`src/rtl/imem_loader_if.sv`:
```
// rtl/imem_loader_if.sv - byte stream in and instruction memory write port of the boot loader
interface imem_loader_if;
  logic [7:0]  in_data;
  logic        in_valid;
  logic        in_ready;
  logic        mem_we;
  logic [31:0] mem_addr;
  logic [31:0] mem_wdata;

  // Host side: sources the framed byte stream and observes memory writes.
  modport master (
    output in_data,
    output in_valid,
    input  in_ready,
    input  mem_we,
    input  mem_addr,
    input  mem_wdata
  );

  // Loader side: sinks the byte stream and drives the memory write port.
  modport slave (
    input  in_data,
    input  in_valid,
    output in_ready,
    output mem_we,
    output mem_addr,
    output mem_wdata
  );
endinterface

```
`src/rtl/imem_loader.sv`:
```
// rtl/imem_loader.sv - framed byte stream to instruction memory loader with XOR checksum
module imem_loader #(
  parameter logic [31:0] BASE_ADDR = 32'h0000_0000,
  parameter int          DEPTH     = 256
) (
  input  logic        clk,
  input  logic        rst_n,
  input  logic        start_i,
  imem_loader_if.slave bus,
  output logic        cpu_hold_o,
  output logic        busy_o,
  output logic        done_o,
  output logic        error_o,
  output logic [8:0]  words_written_o
);

  typedef enum logic [2:0] {
    S_IDLE    = 3'd0,
    S_HEADER  = 3'd1,
    S_COLLECT = 3'd2,
    S_WRITE   = 3'd3,
    S_CHECK   = 3'd4,
    S_DONE    = 3'd5
  } state_t;

  // A header byte of zero stands for a full memory-sized frame.
  localparam logic [8:0] FULL_COUNT = 9'(DEPTH);

  state_t      state_q, state_d;
  logic [8:0]  count_q, count_d;
  logic [7:0]  chk_q, chk_d;
  logic [1:0]  byte_idx_q, byte_idx_d;
  logic [7:0]  word_idx_q, word_idx_d;
  logic [31:0] word_q, word_d;
  logic [8:0]  words_written_q, words_written_d;
  logic        done_q, done_d;
  logic        error_q, error_d;
  logic        busy_q, busy_d;
  logic        cpu_hold_q, cpu_hold_d;
  logic        in_ready_q, in_ready_d;
  logic        mem_we_q, mem_we_d;
  logic [31:0] mem_addr_q, mem_addr_d;
  logic [31:0] mem_wdata_q, mem_wdata_d;

  logic        accept;

  // in_ready_q already reflects the current state, so a transfer never waits on in_valid.
  assign accept = bus.in_valid & in_ready_q;

  // State and all registered outputs; reset aborts any frame in progress.
  always_ff @(posedge clk) begin
    if (!rst_n) begin
      state_q         <= S_IDLE;
      count_q         <= '0;
      chk_q           <= '0;
      byte_idx_q      <= '0;
      word_idx_q      <= '0;
      word_q          <= '0;
      words_written_q <= '0;
      done_q          <= 1'b0;
      error_q         <= 1'b0;
      busy_q          <= 1'b0;
      cpu_hold_q      <= 1'b0;
      in_ready_q      <= 1'b0;
      mem_we_q        <= 1'b0;
      mem_addr_q      <= '0;
      mem_wdata_q     <= '0;
    end else begin
      state_q         <= state_d;
      count_q         <= count_d;
      chk_q           <= chk_d;
      byte_idx_q      <= byte_idx_d;
      word_idx_q      <= word_idx_d;
      word_q          <= word_d;
      words_written_q <= words_written_d;
      done_q          <= done_d;
      error_q         <= error_d;
      busy_q          <= busy_d;
      cpu_hold_q      <= cpu_hold_d;
      in_ready_q      <= in_ready_d;
      mem_we_q        <= mem_we_d;
      mem_addr_q      <= mem_addr_d;
      mem_wdata_q     <= mem_wdata_d;
    end
  end

  // Next-state, frame datapath and next values of the registered outputs.
  always_comb begin
    state_d         = state_q;
    count_d         = count_q;
    chk_d           = chk_q;
    byte_idx_d      = byte_idx_q;
    word_idx_d      = word_idx_q;
    word_d          = word_q;
    words_written_d = words_written_q;
    done_d          = done_q;
    error_d         = error_q;
    mem_we_d        = 1'b0;
    mem_addr_d      = mem_addr_q;
    mem_wdata_d     = mem_wdata_q;

    case (state_q)
      S_IDLE: begin
        if (start_i) begin
          done_d          = 1'b0;
          error_d         = 1'b0;
          words_written_d = '0;
          state_d         = S_HEADER;
        end
      end

      S_HEADER: begin
        if (accept) begin
          count_d    = (bus.in_data == 8'd0) ? FULL_COUNT : {1'b0, bus.in_data};
          chk_d      = bus.in_data;
          byte_idx_d = '0;
          word_idx_d = '0;
          state_d    = S_COLLECT;
        end
      end

      S_COLLECT: begin
        if (accept) begin
          word_d     = {word_q[23:0], bus.in_data};
          chk_d      = chk_q ^ bus.in_data;
          byte_idx_d = byte_idx_q + 2'd1;
          if (byte_idx_q == 2'd3) begin
            // The write port registers load here so the pulse lines up with the WRITE state.
            mem_we_d    = 1'b1;
            mem_addr_d  = BASE_ADDR + {22'd0, word_idx_q, 2'b00};
            mem_wdata_d = word_d;
            state_d     = S_WRITE;
          end
        end
      end

      S_WRITE: begin
        word_idx_d      = word_idx_q + 8'd1;
        words_written_d = words_written_q + 9'd1;
        byte_idx_d      = '0;
        if ({1'b0, word_idx_q} == (count_q - 9'd1)) begin
          state_d = S_CHECK;
        end else begin
          state_d = S_COLLECT;
        end
      end

      S_CHECK: begin
        if (accept) begin
          error_d = (bus.in_data != chk_q);
          done_d  = 1'b1;
          state_d = S_DONE;
        end
      end

      S_DONE: begin
        state_d = S_IDLE;
      end

      default: begin
        state_d = S_IDLE;
      end
    endcase
  end

  // Status flags are registered from the state being entered.
  logic busy_next;
  always_comb begin
    busy_next  = (state_d == S_HEADER) || (state_d == S_COLLECT) ||
                 (state_d == S_WRITE)  || (state_d == S_CHECK);
    busy_d     = busy_next;
    cpu_hold_d = busy_next;
    in_ready_d = (state_d == S_HEADER) || (state_d == S_COLLECT) || (state_d == S_CHECK);
  end

  assign bus.in_ready     = in_ready_q;
  assign bus.mem_we       = mem_we_q;
  assign bus.mem_addr     = mem_addr_q;
  assign bus.mem_wdata    = mem_wdata_q;
  assign cpu_hold_o       = cpu_hold_q;
  assign busy_o           = busy_q;
  assign done_o           = done_q;
  assign error_o          = error_q;
  assign words_written_o  = words_written_q;

endmodule

```
`src/flat_wrapper.sv`:
```
// flat-port wrapper written by rule: the top's interface ports become plain ports
module imem_loader_flat 
#(
  parameter logic [31:0] BASE_ADDR = 32'h0000_0000,
  parameter int          DEPTH     = 256
)
  (clk, rst_n, start_i, cpu_hold_o, busy_o, done_o, error_o, words_written_o, bus_in_data, bus_in_valid, bus_in_ready, bus_mem_we, bus_mem_addr, bus_mem_wdata);
  imem_loader_if bus_i ();
  input  logic clk;
  input  logic rst_n;
  input  logic start_i;
  output logic cpu_hold_o;
  output logic busy_o;
  output logic done_o;
  output logic error_o;
  output logic [8:0] words_written_o;
  input wire logic [$bits(bus_i.in_data)-1:0] bus_in_data;
  input wire logic [$bits(bus_i.in_valid)-1:0] bus_in_valid;
  output wire logic [$bits(bus_i.in_ready)-1:0] bus_in_ready;
  output wire logic [$bits(bus_i.mem_we)-1:0] bus_mem_we;
  output wire logic [$bits(bus_i.mem_addr)-1:0] bus_mem_addr;
  output wire logic [$bits(bus_i.mem_wdata)-1:0] bus_mem_wdata;
  assign bus_i.in_data = bus_in_data;
  assign bus_i.in_valid = bus_in_valid;
  assign bus_in_ready = bus_i.in_ready;
  assign bus_mem_we = bus_i.mem_we;
  assign bus_mem_addr = bus_i.mem_addr;
  assign bus_mem_wdata = bus_i.mem_wdata;
  imem_loader #(.BASE_ADDR(BASE_ADDR), .DEPTH(DEPTH)) u_core (.clk(clk), .rst_n(rst_n), .start_i(start_i), .bus(bus_i), .cpu_hold_o(cpu_hold_o), .busy_o(busy_o), .done_o(done_o), .error_o(error_o), .words_written_o(words_written_o));
endmodule
```
`config.mk`:
```
export PLATFORM = sky130hd
export DESIGN_NAME = imem_loader_flat
export DESIGN_NICKNAME = d
export VERILOG_FILES = /design/src/rtl/imem_loader_if.sv /design/src/rtl/imem_loader.sv /design/src/flat_wrapper.sv
export SDC_FILE = /design/constraint.sdc
export NUM_CORES = 1
export LEC_CHECK = 0
export ABC_CLOCK_PERIOD_IN_PS = 5280
export BUFFER_PORTS_ARGS = -buffer_cell sky130_fd_sc_hd__buf_2
export CORE_UTILIZATION = 55
export DETAILED_ROUTE_END_ITERATION = 8
export PLACE_DENSITY = 0.85
export SLEW_MARGIN = 20
export SYNTH_ARGS = -nofsm -noshare
export SYNTH_HDL_FRONTEND = slang
export SYNTH_SLANG_ARGS = --single-unit
```
`constraint.sdc`:
```
create_clock -name clk -period 5.28 [get_ports clk]
set_clock_uncertainty 0.15 [all_clocks]
set_input_delay 0.264 -clock clk [delete_from_list [all_inputs] [get_ports clk]]
set_output_delay 0.264 -clock clk [all_outputs]
set_load 0.01 [all_outputs]
```
==> results of run 1 <==
[power groups by stage]
stage | combinational, uW | clock [uW] | sequential [uW]
final | 80.1 | 530 | 828
after global routing | 88.4 | 571 | 830
after CTS | 79.8 | 540 | 828
after detailed placement | 79.6 | 0 | 847
after global placement | 77.4 | 0 | 846
after floorplan | 78.1 | 0 | 844
[cell families (layout without fill, tap and decap cells)]
group,Yosys count,count (layout),share of synthesized area
and+or+nand+nor,258,258,0.235
AOI/OAI and AO/OA,132,132,0.188
DFF,108,108,0.433
buffers and inverters,67,86,0.0840
xor gates and xnor gates,17,17,0.0298
muxes,9,9,0.0190
adders and majority gates,4,4,0.0100
other,1,24,0.000751
[layer usage]
layer	wire length [um]	share of wire	global-route usage	vias up
met5	0	0	0	-
met4	128	0.013	0.0679	0
met3	358	0.037	0.0417	8
met2	4930	0.51	0.378	71
met1	4320	0.44	0.255	1881
li1	-	-	-	2013
[stage by stage]
stage / setup WS (ns) / hold slack, ns / instance area, sq um / instances
3_3_place_gp: 2.48 / 0.288 / 5150 / 730
6_report: 2.41 / 0.0312 / 5370 / 746
5_1_grt: 2.08 / 0.0410 / 5370 / 746
2_1_floorplan: 3.52 / 0.249 / 5080 / 619
3_5_place_dp: 2.40 / 0.292 / 5150 / 730
4_1_cts: 2.37 / 0.0231 / 5370 / 746
[state kept, by name (all words and copies together), names as in the netlist, 2 cells and up]
register                cells
u_core.chk_q                8
u_core.bus.mem_addr         8
u_core.state_q              3
u_core.words_written_o      9
u_core.bus.mem_wdata       32
u_core.word_q              24
u_core.count_q              9
u_core.byte_idx_q           2
u_core.word_idx_q           8
[critical path, stage by stage, from the launching register on]
cell	delay, ns
dfxtp_1	0.53
nor3b_4	0.32
and2_1	0.75
nand2_2	0.65
nand2_1	0.25
a21boi_1	0.09
[layout make-up]
cell class / instances / area, sq um
clock inverter: 7 / 93.8
timing repair buffer: 68 / 345
inverter: 2 / 7.51
clock buffer: 9 / 124
tap: 108 / 135
multi-input combinational: 444 / 2500
fill: 762 / 3400
sequential: 108 / 2160
[Yosys cell counts (8+ instances only)]
master,n
nand3_1,13
a21boi_1,50
xor2_1,12
and2_1,14
dfxtp_1,108
a21oi_1,11
o21ai_0,13
nand2_1,175
clkbuf_1,18
buf_4,36
buf_2,8
mux2i_1,8
nor2_1,24
a21boi_0,36
[final timing paths]
check,slack (ns),to,startpoint
worst min-delay path,0.03,u_core.bus.mem_wdata[6],bus_in_data[6]
worst min register to register,0.30,u_core.bus.mem_wdata[17],u_core.bus.mem_wdata[17]
worst max register to register,2.41,u_core.bus.mem_wdata[29],u_core.state_q[1]
worst max-delay path,2.41,u_core.bus.mem_wdata[29],u_core.state_q[1]
==> results by group, run 1 <==
Timing
  • Maximum operating frequency: 349 MHz
  • Final hold vios: 0
  • Worst Tran Pin Value: 0.956 ns
  • Endpoints failing setup: 0
  • Slew margin rel.: 0.361
  • Post-layout min period: roughly 2.9 ns
  • Sum Neg Setup Slack: 0 ns
  • RSZ-0062 raised after global routing: no
  • Final period util: 0.543
  • Slew Viols, Final: 0

Clocking
  • Post-CTS Resized: 0
  • Clk buf depth: 2
  • CTS clk-pin slew, worst paths: 0.11 ns
  • Clock sink total: 108
  • Root Driver: clkbuf_8
  • Cts bufs inserted: 9
  • Setup bufs post-CTS: 0
  • Worst-skew pair later-pin latency: between 0.3 and 0.4 ns
  • CTS Hold Buffers Added: 0
  • TritonCTS clock tree: yes
  • H-tree levels: 3

Finish
  • Synth-to-Final Area Change: 7.47%
  • Most common cell after layout, fill and taps aside: nand2_1
  • Final nets: 649
  • Number of antenna repair diodes: 0
  • Layout Utilization: 0.612
  • Ratio of cells with drive above 1 in the final layout: 0.149
  • Most frequent cells in the layout: nand2_1, dfxtp_1, buf_2

Place
  • Buffers on Ports: 66
  • Final HPWL DP: 6870 um
  • Placer Congestion: 0.833

Route
  • Post-Route WL: approximately 10000 um
  • Iteration count of the initial detailed-routing pass: 4
  • Drt drc: 0
  • Antenna-violating nets left: 0
  • Via Count: 3,973
  • WL/cell: ~13 um
  • 1st-iter DRT viols: approximately 200
  • Vias/cell: about 5.3

Run status
  • Status: complete, no violations

Power
  • Leak pwr: 0.00214 uW
  • Logic pwr share: 0.056
  • Power Density: 268 nW/um^2
  • Max IR drop VDD: 0.000135 V
  • Net Sw Power: 356 uW
  • Switching part of the total power: 0.247
  • Int Pwr: 1080 uW
  • Sequential power share: 0.576
  • Total chip power: 1440 uW
  • Clock power frac: 0.369

Hold path
  • Hold Crit Class: in -> reg
  • Hold path cells: 3

Yosys
  • Avg Inst Size Synth: ~8.4 sq um
  • Number of warnings issued by yosys: 0
  • Yosys cell types: between 40 and 50
  • Top cell type's share of synthesized area: 0.433
  • Netlist Area Pre-Place: about 5000 sq um
  • Top post-synthesis cells by area: dfxtp_1, nand2_1, a21boi_1
  • Synth area leader: dfxtp_1
  • Synth Flop Type: dfxtp_1
  • Flip-flop and latch count after synthesis: approximately 110
  • EDFF count, synth: 0
  • Post-synthesis sequential area ratio: 0.433
  • Post-Syn Instances: 596
  • Synth async-reset ratio: 0

Floorplan
  • Core area: 8760 sq um
  • Die area: between 9000 and 10,000 sq um
  • # rows: 34
  • Initial core utilization: 0.570
  • Die X: 97.3 um
  • Die H: 97.3 um
  • # IOs: 91

Job
  • Max-Cap Viols: 0

Critical path
  • Element type at the critical path start: flop
  • CP Max Fanout: 41
  • Worst R2R Path Depth: 5
  • CP required: ~5.4 ns
  • WS Path Type: reg -> reg
  • Crit end category: flop
  • Crit path DAT: 2.97 ns

GRT
  • Vias in the first global route: 3,656
  • First-pass GRT wire length: 16,600 um
  • Largest net degree at the start of global routing: 67
  • GRT Overall Usage: 0.212
  • Overflow after GRT: 0
  • Initial antenna violation count: 0
Power figures use the tool's default switching activity.
==> inputs of run 2 (changes only) <==
--- a/config.mk
+++ b/config.mk
@@ -5,11 +5,11 @@
 export SDC_FILE = /design/constraint.sdc
 export NUM_CORES = 1
 export LEC_CHECK = 0
-export ABC_CLOCK_PERIOD_IN_PS = 5280
+export ABC_CLOCK_PERIOD_IN_PS = 2500
 export BUFFER_PORTS_ARGS = -buffer_cell sky130_fd_sc_hd__buf_2
-export CORE_UTILIZATION = 55
+export CORE_UTILIZATION = 50
 export DETAILED_ROUTE_END_ITERATION = 8
-export PLACE_DENSITY = 0.85
+export PLACE_DENSITY = 0.82
 export SLEW_MARGIN = 20
 export SYNTH_ARGS = -nofsm -noshare
 export SYNTH_HDL_FRONTEND = slang
==> constraint.sdc (replaced) <==
create_clock -name clk -period 2.5 [get_ports clk]
set_clock_uncertainty 0.15 [all_clocks]
set_input_delay 0.125 -clock clk [delete_from_list [all_inputs] [get_ports clk]]
set_output_delay 0.125 -clock clk [all_outputs]
set_load 0.01 [all_outputs]
==> results by group, run 2 (synthesis results as in run 1) <==
Timing
  • Worst Tran Pin Value: 0.767 ns (was 0.956 ns)
  • Sum Neg Setup Slack: 0 ns (unchanged)
  • Final WS setup: 0.402 ns (was 2.41 ns)
  • Endpoints failing setup: 0 (unchanged)
  • Maximum operating frequency: 477 MHz (was 349 MHz)
  • Final hold vios: 0 (unchanged)
  • Worst hold slack: 0.0371 ns (was 0.0312 ns)
  • Final period util: 0.839 (was 0.543)
  • Slew margin rel.: 0.489 (was 0.361)
  • Post-layout min period: 2.10 ns (was 2.87 ns)
  • Slew Viols, Final: 0 (unchanged)
  • RSZ-0062 raised after global routing: no (unchanged)

Clocking
  • Worst-skew pair later-pin latency: 0.36 ns (was 0.37 ns)
  • Post-CTS Resized: 0 (unchanged)
  • CTS Hold Buffers Added: 9 (was 0)
  • Clk buf depth: 2 (unchanged)
  • Setup bufs post-CTS: 0 (unchanged)
  • TritonCTS clock tree: yes (unchanged)
  • Clock sink total: 108 (unchanged)
  • H-tree levels: 3 (unchanged)
  • Root Driver: clkbuf_8 (unchanged)
  • CTS clk-pin slew, worst paths: 0.10 ns (was 0.11 ns)
  • Cts bufs inserted: 9 (unchanged)

Power
  • Max IR drop VDD: 0.000349 V (was 0.000135 V)
  • Power Density: 563 nW/um^2 (was 268 nW/um^2)
  • Leak pwr: 0.00221 uW (was 0.00214 uW)

Finish
  • Largest register FFs: 32 (unchanged)
  • Number of antenna repair diodes: 0 (unchanged)
  • Ratio of cells with drive above 1 in the final layout: 0.148 (was 0.149)
  • Final Cell Area: 5540 sq um (was 5370 sq um)
  • Final nets: 661 (was 649)
  • Most common cell after layout, fill and taps aside: nand2_1 (unchanged)
  • Synth-to-Final Area Change: 11.1% (was 7.47%)
  • Most frequent cells in the layout: nand2_1, dfxtp_1, buf_2 (unchanged)

Floorplan
  • Die area: 10,400 sq um (was 9460 sq um)
  • Die H: 102 um (was 97.3 um)
  • Core area: 9730 sq um (was 8760 sq um)
  • Initial core utilization: 0.513 (was 0.570)
  • Die X: 102 um (was 97.3 um)
  • # IOs: 91 (unchanged)
  • # rows: 36 (was 34)

Place
  • Placer Congestion: 0.911 (was 0.833)
  • Final HPWL DP: 7110 um (was 6870 um)
  • Placement Cell Area: 5230 sq um (was 5150 sq um)
  • Dpl ws: 0.438 ns (was 2.40 ns)
  • Buffers on Ports: 66 (unchanged)

Critical path
  • Worst R2R Path Depth: 5 (unchanged)
  • Reg-to-Reg Start: u_core.state_q[1] (unchanged)
  • Element type at the critical path start: flop (unchanged)
  • Crit path from: u_core.state_q[1] (unchanged)
  • Crit path DAT: 2.24 ns (was 2.97 ns)
  • WS Path Type: reg -> reg (unchanged)
  • R2R setup slack: 0.40 ns (was 2.41 ns)
  • Crit end category: flop (unchanged)
  • CP required: 2.64 ns (was 5.39 ns)
  • CP Max Fanout: 32 (was 41)
  • Worst r2r dst: u_core.bus.mem_wdata[0] (was u_core.bus.mem_wdata[29])

Route
  • Antenna-violating nets left: 0 (unchanged)
  • WL/cell: 13.1 um (about the same)
  • Post-Route WL: 10,300 um (was 9740 um)
  • Drt drc: 0 (unchanged)
  • Iteration count of the initial detailed-routing pass: 4 (unchanged)
  • Vias/cell: 5.21 (was 5.33)
  • 1st-iter DRT viols: 183 (was 204)
  • Via Count: 4,083 (was 3,973)

Hold path
  • Hold path cells: 3 (unchanged)
  • Hold endpoint: u_core.cpu_hold_o (was u_core.bus.mem_wdata[6])
  • Hold Crit Class: in -> reg (unchanged)
  • HP Start: start_i (was bus_in_data[6])

GRT
  • Vias in the first global route: 3,726 (was 3,656)
  • GRT Overall Usage: 0.207 (was 0.212)
  • Overflow after GRT: 0 (unchanged)
  • Largest net degree at the start of global routing: 57 (was 67)
  • Initial antenna violation count: 0 (unchanged)
  • First-pass GRT wire length: 17,100 um (was 16,600 um)

Run status
  • Status: complete, no violations (unchanged)

Job
  • Max-Cap Viols: 0 (unchanged)
==> run 2: worst max path at each step <==
stage,depth (start not counted),end
global route,5,u_core.chk_q[7]
floorplan,7,u_core.state_q[1]
global placement,5,u_core.bus.mem_wdata[14]
detailed placement,5,u_core.bus.mem_wdata[0]
CTS,5,u_core.bus.mem_wdata[0]
finish,5,u_core.bus.mem_wdata[0]
==> run 2: final cells by class <==
| cell class | instances | area (sq um) |
|---|---|---|
| Timing Repair Buffer | 80 | 483 |
| Clock inverter | 3 | 68.8 |
| Multi-Input combinational cell | 444 | 2500 |
| Sequential cell | 108 | 2160 |
| Tap cell | 133 | 166 |
| Inverter | 2 | 7.51 |
| Fill cell | 919 | 4190 |
| Clock buffer | 13 | 159 |
==> run 2: critical path, cell delays in order (launching register included) <==
cell	delay (ns)
dfxtp_1	0.56
nor3b_4	0.33
and3_1	0.51
buf_12	0.24
nand2_1	0.06
a21boi_0	0.15
==> run 2: per-layer routing <==
layer | GRT usage | share of wire | vias up | wire (um)
li1 | - | - | 2040 | -
met1 | 0.253 | 0.45 | 1921 | 4650
met2 | 0.358 | 0.49 | 102 | 5010
met3 | 0.0349 | 0.038 | 20 | 395
met4 | 0.0901 | 0.024 | 0 | 242
met5 | 0 | 0 | - | 0
==> run 2: through the flow <==
stage	power (uW)	utilization	std cells
after floorplan	1950	-	619
after CTS	3140	0.570	783
after detailed placement	1960	0.537	758
after global placement	1960	0.537	758
final	3120	0.570	783
after global routing	3240	0.570	783
==> run 2: power by group <==
| part | switching [uW] | internal [uW] |
|---|---|---|
| combinational | 108 | 76.1 |
| sequential | 18.0 | 1730 |
| clock | 563 | 623 |
==> inputs of run 3 (changes only) <==
--- a/config.mk
+++ b/config.mk
@@ -5,7 +5,8 @@
 export SDC_FILE = /design/constraint.sdc
 export NUM_CORES = 1
 export LEC_CHECK = 0
-export ABC_CLOCK_PERIOD_IN_PS = 2500
+export ABC_AREA = 1
+export ABC_CLOCK_PERIOD_IN_PS = 1850
 export BUFFER_PORTS_ARGS = -buffer_cell sky130_fd_sc_hd__buf_2
 export CORE_UTILIZATION = 50
 export DETAILED_ROUTE_END_ITERATION = 8
==> constraint.sdc (replaced) <==
create_clock -name clk -period 1.85 [get_ports clk]
set_clock_uncertainty 0.15 [all_clocks]
set_input_delay 0.0925 -clock clk [delete_from_list [all_inputs] [get_ports clk]]
set_output_delay 0.0925 -clock clk [all_outputs]
set_load 0.01 [all_outputs]
==> results by group, run 3 <==
Run status
  • Status: finished with violations (was complete, no violations)
  • Failing checks: negative setup slack

Yosys
  • Synth async-reset ratio: 0 (unchanged)
  • Yosys cell types: 37 (was 48)
  • Avg Inst Size Synth: 7.50 sq um (was 8.38 sq um)
  • Top post-synthesis cells by area: dfxtp_1, nand2_1, o21ai_0 (was dfxtp_1, nand2_1, a21boi_1)
  • Number of warnings issued by yosys: 0 (unchanged)
  • Top-count cell post-synth: nand2_1 (unchanged)
  • Synth area leader: dfxtp_1 (unchanged)
  • Flip-flop and latch count after synthesis: 108 (unchanged)
  • Post-synthesis sequential area ratio: 0.456 (was 0.433)
  • Synth Flop Type: dfxtp_1 (unchanged)
  • EDFF count, synth: 0 (unchanged)
  • Top cells by instance count after synthesis: nand2_1, dfxtp_1, nor2_1 (was nand2_1, dfxtp_1, a21boi_1)
  • Netlist Area Pre-Place: 4740 sq um (was 4990 sq um)
  • Top cell type's share of synthesized area: 0.456 (was 0.433)
  • Post-Syn Instances: 632 (was 596)

Clocking
  • CTS clk-pin slew, worst paths: 0.11 ns (was 0.10 ns)
  • Clk buf depth: 2 (unchanged)
  • H-tree levels: 3 (unchanged)
  • Cts bufs inserted: 9 (unchanged)
  • TritonCTS clock tree: yes (unchanged)
  • Root Driver: clkbuf_8 (unchanged)
  • Worst-skew pair later-pin latency: 0.37 ns (was 0.36 ns)
  • Clock sink total: 108 (unchanged)

Place
  • Placer Congestion: 0.903 (was 0.911)
  • Placed Cells: 799 (was 758)
  • Placement Cell Area: 5110 sq um (was 5230 sq um)
  • Buffers on Ports: 66 (unchanged)
  • Final HPWL DP: 7790 um (was 7110 um)

Power
  • Leak pwr: 0.00258 uW (was 0.00221 uW)
  • Sequential power share: 0.536 (was 0.561)
  • Power Density: 818 nW/um^2 (was 563 nW/um^2)
  • Clock power frac: 0.353 (was 0.380)
  • Logic pwr share: 0.111 (was 0.059)
  • Max IR drop VDD: 0.000459 V (was 0.000349 V)
  • Int Pwr: 3230 uW (was 2430 uW)
  • Switching part of the total power: 0.283 (was 0.221)
  • Net Sw Power: 1270 uW (was 690 uW)

Route
  • Post-Route WL: 11,200 um (was 10,300 um)
  • Top layer in use: met4 (unchanged)
  • Vias/cell: 5.27 (was 5.21)
  • Antenna-violating nets left: 0 (unchanged)
  • WL met3: 560 um (was 395 um)
  • 1st-iter DRT viols: 209 (was 183)
  • Wl on met1: 4970 um (was 4650 um)
  • WL/cell: 13.6 um (was 13.1 um)
  • Iteration count of the initial detailed-routing pass: 5 (was 4)
  • Drt drc: 0 (unchanged)
  • Via Count: 4,360 (was 4,083)
  • Metal2 WL: 5470 um (was 5010 um)

Finish
  • Largest register FFs: 32 (unchanged)
  • Most common cell after layout, fill and taps aside: nand2_1 (unchanged)
  • Filler cell count: 817 (was 919)
  • Final nets: 727 (was 661)
  • Final Cell Area: 5500 sq um (was 5540 sq um)
  • Number of antenna repair diodes: 0 (unchanged)
  • Most frequent cells in the layout: nand2_1, dfxtp_1, nor2_1 (was nand2_1, dfxtp_1, buf_2)
  • Synth-to-Final Area Change: 16.2% (was 11.1%)
  • Ratio of cells with drive above 1 in the final layout: 0.189 (was 0.148)
  • Non-Filler Instances: 827 (was 783)

Floorplan
  • # rows: 35 (was 36)
  • # IOs: 91 (unchanged)
  • Die X: 99.3 um (was 102 um)
  • Die area: 9870 sq um (was 10,400 sq um)
  • Initial core utilization: 0.515 (was 0.513)
  • Die H: 99.3 um (was 102 um)
  • Core area: 9200 sq um (was 9730 sq um)

Critical path
  • WS Path Type: reg -> reg (unchanged)
  • Crit path DAT: 1.98 ns (was 2.24 ns)
  • Element type at the critical path start: flop (unchanged)
  • CP Max Fanout: 3 (was 32)
  • CP required: 1.98 ns (was 2.64 ns)
  • Crit end category: flop (unchanged)

Hold path
  • Hold Crit Class: in -> reg (unchanged)

Job
  • Max-Cap Viols: 0 (unchanged)

GRT
  • Initial antenna violation count: 0 (unchanged)
  • Largest net degree at the start of global routing: 65 (was 57)
  • Overflow after GRT: 0 (unchanged)
  • GRT Overall Usage: 0.224 (was 0.207)
  • Vias in the first global route: 3,984 (was 3,726)
  • First-pass GRT wire length: 17,800 um (was 17,100 um)

Timing
  • Final WS setup: -0.00234 ns (was 0.402 ns)
  • RSZ-0062 raised after global routing: yes (was no)
  • Final hold vios: 0 (unchanged)
  • Sum Neg Setup Slack: -0.00234 ns (was 0 ns)
  • Post-layout min period: 1.85 ns (was 2.10 ns)
  • Maximum operating frequency: 540 MHz (was 477 MHz)
  • Worst hold slack: 0.0479 ns (was 0.0371 ns)
  • Slew Viols, Final: 0 (unchanged)
  • Endpoints failing setup: 1 (was 0)
  • Final period util: 1.00 (was 0.839)
-- run 3: path summary, 6_finish.rpt --
| path | from | to | slack, ns | cells past startpoint |
|---|---|---|---|---|
| setup reg to reg | u_core.count_q[0] | u_core.bus.in_ready | -0.002 | 13 |
| hold / removal | rst_n | u_core.words_written_o[5] | 0.05 | 4 |
| hold reg to reg | u_core.bus.mem_wdata[0] | u_core.bus.mem_wdata[0] | 0.32 | 2 |
| setup / recovery | u_core.count_q[0] | u_core.bus.in_ready | -0.002 | 13 |
-- run 3: per-stage QoR --
step / setup WS, ns / utilization / power [uW]
finish: -0.00234 / 0.598 / 4500
global placement: -0.0579 / 0.556 / 2910
global route: -0.128 / 0.598 / 4670
CTS: -0.0162 / 0.595 / 4500
detailed placement: -0.0875 / 0.556 / 2920
floorplan: 0.0201 / - / 2830
-- run 3: logic make-up after synthesis --
family	Yosys count	synth area share
simple gates	253	0.226
compound gates	148	0.171
buf+inv	109	0.119
flops	108	0.456
xor+xnor	9	0.0166
fa+ha+maj	4	0.0106
other cells	1	0.000792
-- run 3: critical path: stages, from the launching register on --
cell and delay [ns]:
dfxtp_2 0.35, inv_2 0.07, buf_4 0.12, nand3_1 0.12, o21ai_0 0.21, nand2_1 0.09, nor2_1 0.18, nand3_2 0.10
nand2_2 0.09, nand2_2 0.05, nor2_1 0.09, nand2_1 0.05, nand2_1 0.07, nor2_1 0.04
-- run 3: final cells by class --
| class | count | area [sq um] | share of cell area |
|---|---|---|---|
| Timing Repair Buffer | 97 | 617 | 0.112 |
| Sequential cell | 108 | 2170 | 0.394 |
| Clock buffer | 9 | 124 | 0.0225 |
| Clock inverter | 7 | 103 | 0.0186 |
| Multi-Input combinational cell | 438 | 2140 | 0.389 |
| Tap cell | 111 | 139 | 0.0252 |
| Inverter | 57 | 214 | 0.0389 |
-- run 3: metal layers --
layer | vias to the layer above | GRT usage
li1 | 2175 | -
met1 | 2018 | 0.277
met2 | 145 | 0.383
met3 | 22 | 0.0401
met4 | 0 | 0.0950
met5 | - | 0
-- run 3: power by group through the flow --
stage                     Clock, uW  Combinational (uW)  Sequential, uW
final                          1590                 498            2410
after global routing           1690                 555            2420
after CTS                      1600                 487            2410
after detailed placement          0                 458            2460
after global placement            0                 443            2460
after floorplan                   0                 368            2460
-- run 3: what timing repair did --
action,4_1_cts,5_1_grt
buffers inserted,1,1
resized for setup,7,10
pin swaps,3,4
hold buffers,10,0
endpoints found under the hold margin,28,0
endpoints found under the setup margin,2,21
